===== src/rtl/fetch_pkg.sv =====
// Shared types and constants for the prefetching instruction fetch stage.
package fetch_pkg;

  typedef enum logic [1:0] {
    IDLE = 2'b00,
    RUN  = 2'b01,
    WAIT = 2'b10,
    KILL = 2'b11
  } fetch_state_e;

  localparam logic [31:0] NOP_INSN = 32'h0000_0013;
  localparam int unsigned PC_INC   = 4;

endpackage


===== src/rtl/fetch_fifo.sv =====
// Synchronous prefetch queue with a registered head; flush wins over push and pop.
module fetch_fifo #(
  parameter int unsigned      WIDTH = 64,
  parameter int unsigned      DEPTH = 4,
  parameter logic [WIDTH-1:0] EMPTY = '0
) (
  input  logic                    clk,
  input  logic                    rst,
  input  logic                    flush,
  input  logic                    push,
  input  logic [WIDTH-1:0]        push_data,
  input  logic                    pop,
  output logic                    head_valid,
  output logic [WIDTH-1:0]        head_data,
  output logic [$clog2(DEPTH):0]  count
);

  localparam int unsigned AW = $clog2(DEPTH);
  localparam int unsigned CW = AW + 1;

  logic [WIDTH-1:0] mem [DEPTH];
  logic [AW-1:0]    wr_ptr, rd_ptr, wr_ptr_nx, rd_ptr_nx;
  logic [CW-1:0]    count_nx;
  logic             push_ok, pop_ok;

  assign pop_ok  = pop && (count != '0);
  assign push_ok = push && ((count != CW'(DEPTH)) || pop_ok);

  // Pointer and occupancy update; pointers wrap naturally at DEPTH.
  always_comb begin
    wr_ptr_nx = wr_ptr;
    rd_ptr_nx = rd_ptr;
    count_nx  = count;
    if (flush) begin
      wr_ptr_nx = '0;
      rd_ptr_nx = '0;
      count_nx  = '0;
    end else begin
      if (push_ok) wr_ptr_nx = wr_ptr + AW'(1);
      if (pop_ok)  rd_ptr_nx = rd_ptr + AW'(1);
      if (push_ok && !pop_ok)      count_nx = count + CW'(1);
      else if (pop_ok && !push_ok) count_nx = count - CW'(1);
    end
  end

  // Head register looks ahead to the next read pointer, bypassing a write into that slot.
  always_ff @(posedge clk) begin
    if (rst) begin
      wr_ptr     <= '0;
      rd_ptr     <= '0;
      count      <= '0;
      head_valid <= 1'b0;
      head_data  <= EMPTY;
    end else begin
      wr_ptr     <= wr_ptr_nx;
      rd_ptr     <= rd_ptr_nx;
      count      <= count_nx;
      head_valid <= (count_nx != '0);
      if (count_nx == '0)
        head_data <= EMPTY;
      else if (push_ok && !flush && (wr_ptr == rd_ptr_nx))
        head_data <= push_data;
      else
        head_data <= mem[rd_ptr_nx];
    end
  end

  always_ff @(posedge clk) begin
    if (!rst && !flush && push_ok) mem[wr_ptr] <= push_data;
  end

endmodule


===== src/rtl/fetch_prefetch.sv =====
// Sequential instruction fetch into a prefetch queue, one outstanding icache
// request at a time, with redirect flush and kill of in-flight responses.
module fetch_prefetch
  import fetch_pkg::*;
#(
  parameter int unsigned     XLEN     = 32,
  parameter int unsigned     DEPTH    = 4,
  parameter logic [XLEN-1:0] RESET_PC = '0,
  parameter logic [XLEN-1:0] NOP      = XLEN'(NOP_INSN)
) (
  input  logic            clk,
  input  logic            rst,
  input  logic            redirect,
  input  logic [XLEN-1:0] redirect_pc,
  output logic            ic_req,
  output logic [XLEN-1:0] ic_addr,
  input  logic            ic_gnt,
  input  logic            ic_valid,
  input  logic [XLEN-1:0] ic_data,
  output logic            ir_valid,
  input  logic            ir_ready,
  output logic [XLEN-1:0] ir_code,
  output logic [XLEN-1:0] ir_pc,
  output logic            busy
);

  localparam int unsigned CW = $clog2(DEPTH) + 1;

  fetch_state_e      state, state_nx;
  logic [XLEN-1:0]   fetch_pc, fetch_pc_nx, req_pc;
  logic [CW-1:0]     count, count_nx;
  logic              gnt, push, pop, head_valid;
  logic [2*XLEN-1:0] head_data;

  assign gnt  = ic_req && ic_gnt;
  assign push = (state == WAIT) && ic_valid && !redirect;
  assign pop  = head_valid && ir_ready && !redirect;

  assign ic_addr  = fetch_pc;
  assign ir_valid = head_valid;
  assign ir_pc    = head_data[2*XLEN-1:XLEN];
  assign ir_code  = head_data[XLEN-1:0];

  // Next state, next fetch address and next occupancy.
  always_comb begin
    state_nx    = state;
    fetch_pc_nx = fetch_pc;
    count_nx    = count;
    if (redirect) begin
      fetch_pc_nx = {redirect_pc[XLEN-1:2], 2'b00};
      count_nx    = '0;
      // Stay in KILL only while a response is still owed by the icache.
      if ((((state == WAIT) || (state == KILL)) && !ic_valid) || ((state == RUN) && gnt))
        state_nx = KILL;
      else
        state_nx = RUN;
    end else begin
      if (push && !pop)      count_nx = count + CW'(1);
      else if (pop && !push) count_nx = count - CW'(1);
      case (state)
        IDLE: state_nx = RUN;
        RUN: begin
          if (gnt) begin
            state_nx    = WAIT;
            fetch_pc_nx = fetch_pc + XLEN'(PC_INC);
          end
        end
        WAIT:    if (ic_valid) state_nx = RUN;
        KILL:    if (ic_valid) state_nx = RUN;
        default: state_nx = IDLE;
      endcase
    end
  end

  // ic_req is registered from next state/occupancy so a slot is reserved before issue.
  always_ff @(posedge clk) begin
    if (rst) begin
      state    <= IDLE;
      fetch_pc <= RESET_PC;
      req_pc   <= '0;
      ic_req   <= 1'b0;
      busy     <= 1'b0;
    end else begin
      state    <= state_nx;
      fetch_pc <= fetch_pc_nx;
      if (gnt) req_pc <= fetch_pc;
      ic_req   <= (state_nx == RUN) && (count_nx < CW'(DEPTH));
      busy     <= (state_nx == WAIT) || (state_nx == KILL);
    end
  end

  fetch_fifo #(
    .WIDTH (2*XLEN),
    .DEPTH (DEPTH),
    .EMPTY ({{XLEN{1'b0}}, NOP})
  ) u_fifo (
    .clk        (clk),
    .rst        (rst),
    .flush      (redirect),
    .push       (push),
    .push_data  ({req_pc, ic_data}),
    .pop        (pop),
    .head_valid (head_valid),
    .head_data  (head_data),
    .count      (count)
  );

endmodule

===== config.mk =====
export PLATFORM = sky130hd
export DESIGN_NAME = fetch_prefetch
export DESIGN_NICKNAME = d
export VERILOG_FILES = /design/src/rtl/fetch_pkg.sv /design/src/rtl/fetch_fifo.sv /design/src/rtl/fetch_prefetch.sv
export SDC_FILE = /design/constraint.sdc
export NUM_CORES = 1
export LEC_CHECK = 0
export ABC_AREA = 1
export BUFFER_PORTS_ARGS = -buffer_cell sky130_fd_sc_hd__buf_2
export CORE_UTILIZATION = 50
export DETAILED_ROUTE_END_ITERATION = 10
export PLACE_DENSITY = 0.76
export RECOVER_POWER = 50
export SLEW_MARGIN = 5
export SYNTH_ARGS = -nofsm -noshare
export SYNTH_HDL_FRONTEND = slang
export SYNTH_HIERARCHICAL = 1
export SYNTH_SLANG_ARGS = --single-unit

===== constraint.sdc =====
create_clock -name clk -period 7.6 [get_ports clk]
set_input_delay 0.38 -clock clk [delete_from_list [all_inputs] [get_ports clk]]
set_output_delay 0.38 -clock clk [all_outputs]
set_load 0.02 [all_outputs]

# [After elaboration in Yosys (flattened, before gate mapping)]
# Memories as Yosys holds them, arrays and structs flattened. A register that Yosys moved wholly into a read port is not among the register bits.
# Index checks and enable logic that the tools add are counted.
# Widths: inputs -> output; s select.
[totals] out_inout_bits=99 n_memories=1 ff_bits=76 ramBits=256
[op_classes] n_reduce_logical=38 add_sub_neg=5 n_eq_ne=7 n_mux=18 magnitude_cmp=1
[mem_list] name="u_fifo.mem" words=4 width=64 read_ports=1 rd_clocked_by_memory_dff=1 wr=1 line_no="fetch_fifo.sv:21" source="logic [WIDTH-1:0] mem [DEPTH];"
[op_table] operator="$mux 32" n=3
[op_table] operator="$add 32x3->32 const B" n=1
[op_table] operator="$mux 3" n=6
[op_table] operator="$logic_and 1x1->1" n=16
[op_table] operator="$mux 2" n=6
[op_table] operator="$eq 2x2->1 const B" n=4
[op_table] operator="$logic_not 1->1" n=7
[op_table] operator="$pmux 2 s3" n=1
[op_table] operator="$reduce_bool 3->1" n=2
[op_table] operator="$reduce_or 2->1" n=3
[op_table] operator="$add 2x1->2 const B" n=2
[op_table] operator="$eq 2x1->1 const B" n=2
[op_table] operator="$logic_or 1x1->1" n=4
[op_table] operator="$reduce_and 2->1" n=2
[op_table] operator="$reduce_bool 2->1" n=2
[op_table] operator="$add 3x1->3 const B" n=1
[op_table] operator="$logic_not 3->1" n=1
[op_table] operator="$lt 3x3->1 const B" n=1
[op_table] operator="$ne 3x3->1 const B" n=1
[op_table] operator="$sub 3x1->3 const B" n=1
[op_table] operator="$logic_not 2->1" n=1
[op_table] operator="$mux 1" n=2

# [Longest topological paths before layout]
[depth] depth_word=12 mapped_depth=17

# [Modules after synthesis]
# Netlist, hierarchy kept.
[modules_own_cells] module="fetch_fifo" area_per_inst_um2=13385.3 cells_each=1271 instances=1
[modules_own_cells] module="fetch_prefetch" area_per_inst_um2=3219.3 cells_each=461 instances=1

# [Worst setup path after synthesis]
# No wires, ideal clock.
[synth_path] path_kind="input to register" from="input port redirect" to="memory u_fifo.mem[0][0] (enable)" path_buffers=2 setup_slack_ps=3182 stages=9 required_ps=7114 arrival_ps=3932 path_cell_list="buf_4 -> inv_2 -> buf_4 -> nand4_1 -> inv_2 -> nand2_1 -> nor2_1 -> inv_1 -> nor2_1"
[synth_between] word_cells_on_any_way=10 classes_between="mux (2); reduce/logical (8)"
[synth_rtl] element="start, declared" line_no="fetch_prefetch.sv:13" source="input logic redirect,"
[synth_rtl] element="$logic_not 1->1"
[synth_rtl] element="$logic_and 1x1->1" line_no="fetch_prefetch.sv:36" source="assign push = (state == WAIT) && ic_valid && !redirect;"
[synth_rtl] element="named net push" line_no="fetch_prefetch.sv:32" source="logic gnt, push, pop, head_valid;"
[synth_rtl] element="$logic_and 1x1->1" line_no="fetch_fifo.sv:27" source="assign push_ok = push && ((count != CW'(DEPTH)) || pop_ok);"
[synth_rtl] element="$logic_and 1x1->1" line_no="fetch_fifo.sv:69" source="if (!rst && !flush && push_ok) mem[wr_ptr] <= push_data;"
[synth_rtl] element="$mux 1" line_no="fetch_fifo.sv:69"
[synth_rtl] element="$mux 1 (not written as such)" line_no="fetch_fifo.sv:69"
[synth_rtl] element="end, declared" line_no="fetch_fifo.sv:21"
# The timed path passes the listed nets, and every way through them passes these cells.

# [Worst setup path in the final report]
[layout_path] from="input port redirect" to="register u_fifo.head_data[48] (read register of u_fifo.mem)"
[layout_between] elab_chain_cells=12 word_cells_on_any_way=17 classes_between="mux (5); reduce/logical (12)"
[layout_lines] element="$logic_not 1->1 *"
[layout_lines] element="$logic_and 1x1->1 *" line_no="fetch_prefetch.sv:37" source="assign pop = head_valid && ir_ready && !redirect;"
[layout_lines] element="named net pop" line_no="fetch_prefetch.sv:32"
[layout_lines] element="$logic_and 1x1->1 *" line_no="fetch_fifo.sv:26" source="assign pop_ok = pop && (count != '0);"
[layout_lines] element="$logic_or 1x1->1" line_no="fetch_fifo.sv:27"
[layout_lines] element="$logic_and 1x1->1" line_no="fetch_fifo.sv:27"
[layout_lines] element="$logic_not 1->1" line_no="fetch_fifo.sv:42" source="else if (pop_ok && !push_ok) count_nx = count - CW'(1);"
[layout_lines] element="$logic_and 1x1->1" line_no="fetch_fifo.sv:42"
[layout_lines] element="$mux 3" line_no="fetch_fifo.sv:42"
[layout_lines] element="$mux 3" line_no="fetch_fifo.sv:41" source="if (push_ok && !pop_ok) count_nx = count + CW'(1);"
[layout_lines] element="$mux 3" line_no="fetch_fifo.sv:34" source="if (flush) begin"
[layout_lines] element="$logic_not 3->1" line_no="fetch_fifo.sv:59" source="if (count_nx == '0)"
[layout_lines] element="$reduce_or 2->1 (no line)"
[layout_lines] element="end, declared" line_no="fetch_fifo.sv:14" source="output logic [WIDTH-1:0] head_data,"
# Mark *: on every way through the listed nets, which the timed path passes. The rest lies on a longest branch.
# A chain may end at the register's enable or synchronous reset.

==> flow_summary_export.csv <==
group,metric,value,unit
power_and_ir_drop,powerDensity,237,nW/um^2
placement,hpwl,22200,um
routing,drt-total-wl,38200,um
layout,layout-drive-gt1-share,8.15,%
synthesis,ys_seq_area_share,62.7,%
placement,portBuffers,164,
synthesis,synth_edf_count,256,
worst_setup_path,end_kind,"register",
placement,gp_congestion,0.863,
timing,min_period_over_period,70.8,%
worst_setup_path,cpMaxStageDelayCell,"clkbuf_1",
synthesis,yosysTopAreaCell,"edfxtp_1",
power_and_ir_drop,vdd_drop_max,0.135,mV
routing,postRouteAntennaNets,0,
cts,cts-root-buf,"clkbuf_16",
timing,fin_crit,5380,ps
synthesis,synth_top_cell_area_share,46.3,%
die,die_w,184,um
worst_setup_path,arrival,5770,ps
routing,drtIter0Drc,959,
synthesis,netlist_top_cells_count,"nand2_1, edfxtp_1, inv_1",
routing,viasPerCell,5.26,
layout,insertedDiodeCount,0,
cts,cts_setup_buffers,0,
layout,area_growth,14.0,%
die,dieArea,33900,um^2
synthesis,synthFlopType,"edfxtp_1",
worst_setup_path,critical_path_class,"in2reg",
global_route,antenna_found_initial,0,
routing,routedWlPerCell,16.3,um
cts,cts_buffer_depth,3,
routing,first_pass_iters,7,
cts,cts_resized,0,
hold_path,min_path_type,"in2reg",
cts,cts.htree.levels,2,
layout,final_util,58.1,%
cts,cts.sinks,392,
synthesis,yosys_warnings,6,
synthesis,avgSynthCellArea,9.59,um^2
timing,tns,0,ps
timing,finalMaxSlewViolations,0,
synthesis,ys_ff_latch,392,
timing,slew_headroom,6.18,%
timing,fin_skew,20.5,ps
cts,cts_tree,"done",
cts,clk_pin_slew_worst_paths,60,ps
die,start_util,50.9,%
timing,setup_viol,0,
synthesis,post_synth_instance_area,16600,um^2
die,num_rows,66,
timing,worst_pin_slew,1410,ps
die,die_y,184,um
worst_setup_path,critPathLaunchType,"input pin",
die,core_area,32600,um^2
timing,fmaxAchievable,186,MHz
die,ios,169,
cts,insertion_delay,520,ps
synthesis,synthArstFlopShare,0,%
timing,report.final.hold_viol_count,0,
layout,layout.nets,1951,
global_route,grt_overflow,0,
cts,numCtsBuffers,40,
outcome,outcome,"finished clean",
synthesis,yosys.cell_count.top_type,"nand2_1",
global_route,grt_max_degree,68,
cts,ctsHoldBuffers,0,
worst_setup_path,cp.required,7990,ps
worst_setup_path,path_cells,"clkbuf_1 -> inv_1 -> nand3_1 -> inv_1 -> nand2_1 -> inv_1 -> nand3_1 -> nand3_2 -> buf_4 -> inv_2 -> buf_4 -> nand3_1 -> nand2_1 -> nand2_1 -> a21oi_1",
worst_setup_path,crit_fanout,52,
synthesis,synthTopCellsByArea,"edfxtp_1, dfxtp_1, nand2_1",
routing,drcViolationCount,0,
global_route,gr-usage-all-layers,22.5,%
routing,num_vias,12300,
synthesis,synth.distinct_cells,37,
worst_setup_path,slowest_delay,1000,ps
synthesis,synthCells,1732,
global_route,grt_pass1_wl,60100,um
timing,rsz0062_at_grt,"no",
power_and_ir_drop,p_leak,7.47,nW
global_route,grt_pass1_vias,11600,
run,drv_cap,0,
-- final timing paths --
path | slack, ps | cells past startpoint | startpoint | endpoint
worst max-delay path | 2220 | 15 | redirect | u_fifo/head_data[48]
worst min-delay path | 90 | 3 | redirect_pc[5] | ic_addr[5]
worst max register to register | 3460 | 14 | u_fifo/head_valid | u_fifo/head_data[48]
worst min register to register | 520 | 2 | ic_addr[29] | ic_addr[29]
-- stage by stage --
step	hold WS (ps)	std cells	setup WS, ps	instance area [um^2]	total power, W
floorplan	452	1743	3180	16600	0.00245
global placement	489	2273	2850	17700	0.00252
detailed placement	499	2273	2780	17700	0.00252
CTS	70.9	2345	3310	19100	0.00451
global route	93.5	2345	1690	18900	0.00461
finish	93.7	2345	2220	18900	0.00448
-- cells by family after synthesis --
kind of cell | Yosys count | share of synthesized area [%]
adder cells (fa/ha/maj) | 8 | 0.603
buffers and inverters | 304 | 7.54
XOR/XNOR | 11 | 0.580
AND/OR/NAND/NOR | 811 | 22.0
AO/OA/AOI/OAI | 205 | 6.55
other | 1 | 0.0226
flip-flops | 392 | 62.7
-- report_power, final --
| part | switching, W | internal, W |
|---|---|---|
| logic | 0.0000966 | 0.0000406 |
| clock network | 0.000781 | 0.00123 |
| registers | 0.0000413 | 0.00229 |
| total | 0.000919 | 0.00356 |
-- per-layer routing --
metal	GRT usage, %	wire length, um	up-vias
met5	0	0	-
met4	7.27	881	0
met3	3.30	2740	66
met2	38.1	18300	485
met1	29.8	16300	5825
li1	-	-	5960
-- state kept, by name, summed over array words and instances (netlist names), 2 cells and up --
name,cells
ic_addr,30
u_fifo/wr_ptr,2
u_fifo/rd_ptr,2
state,2
u_fifo/head_data,64
u_fifo/mem,256
req_pc,30
u_fifo/count,3
-- placed cells by master (no fill, tap or decap), drive strengths merged, types with 65 or more instances in the layout --
cell type  instances
a21oi             78
clkbuf           187
dfxtp            136
edfxtp           256
inv              215
nand2            402
nand3            157
nand3b            65
nor2             172
o21ai            101
-- cell type report --
type	instances	area (um^2)
inverters	215	807
fillers	2695	13700
flip-flops and latches	392	10400
clock buffers	57	1190
multi-input cells	1047	5040
clock inverters	15	184
well taps	442	553
repair buffers	177	756
-- critical path, delay by kind of cell --
kind / cells / cell delay, ps
buffers and inverters: 7 / 3480
AND/OR/NAND/NOR: 7 / 1550
AO/OA/AOI/OAI: 1 / 300
(Power assumes the default switching activity.)
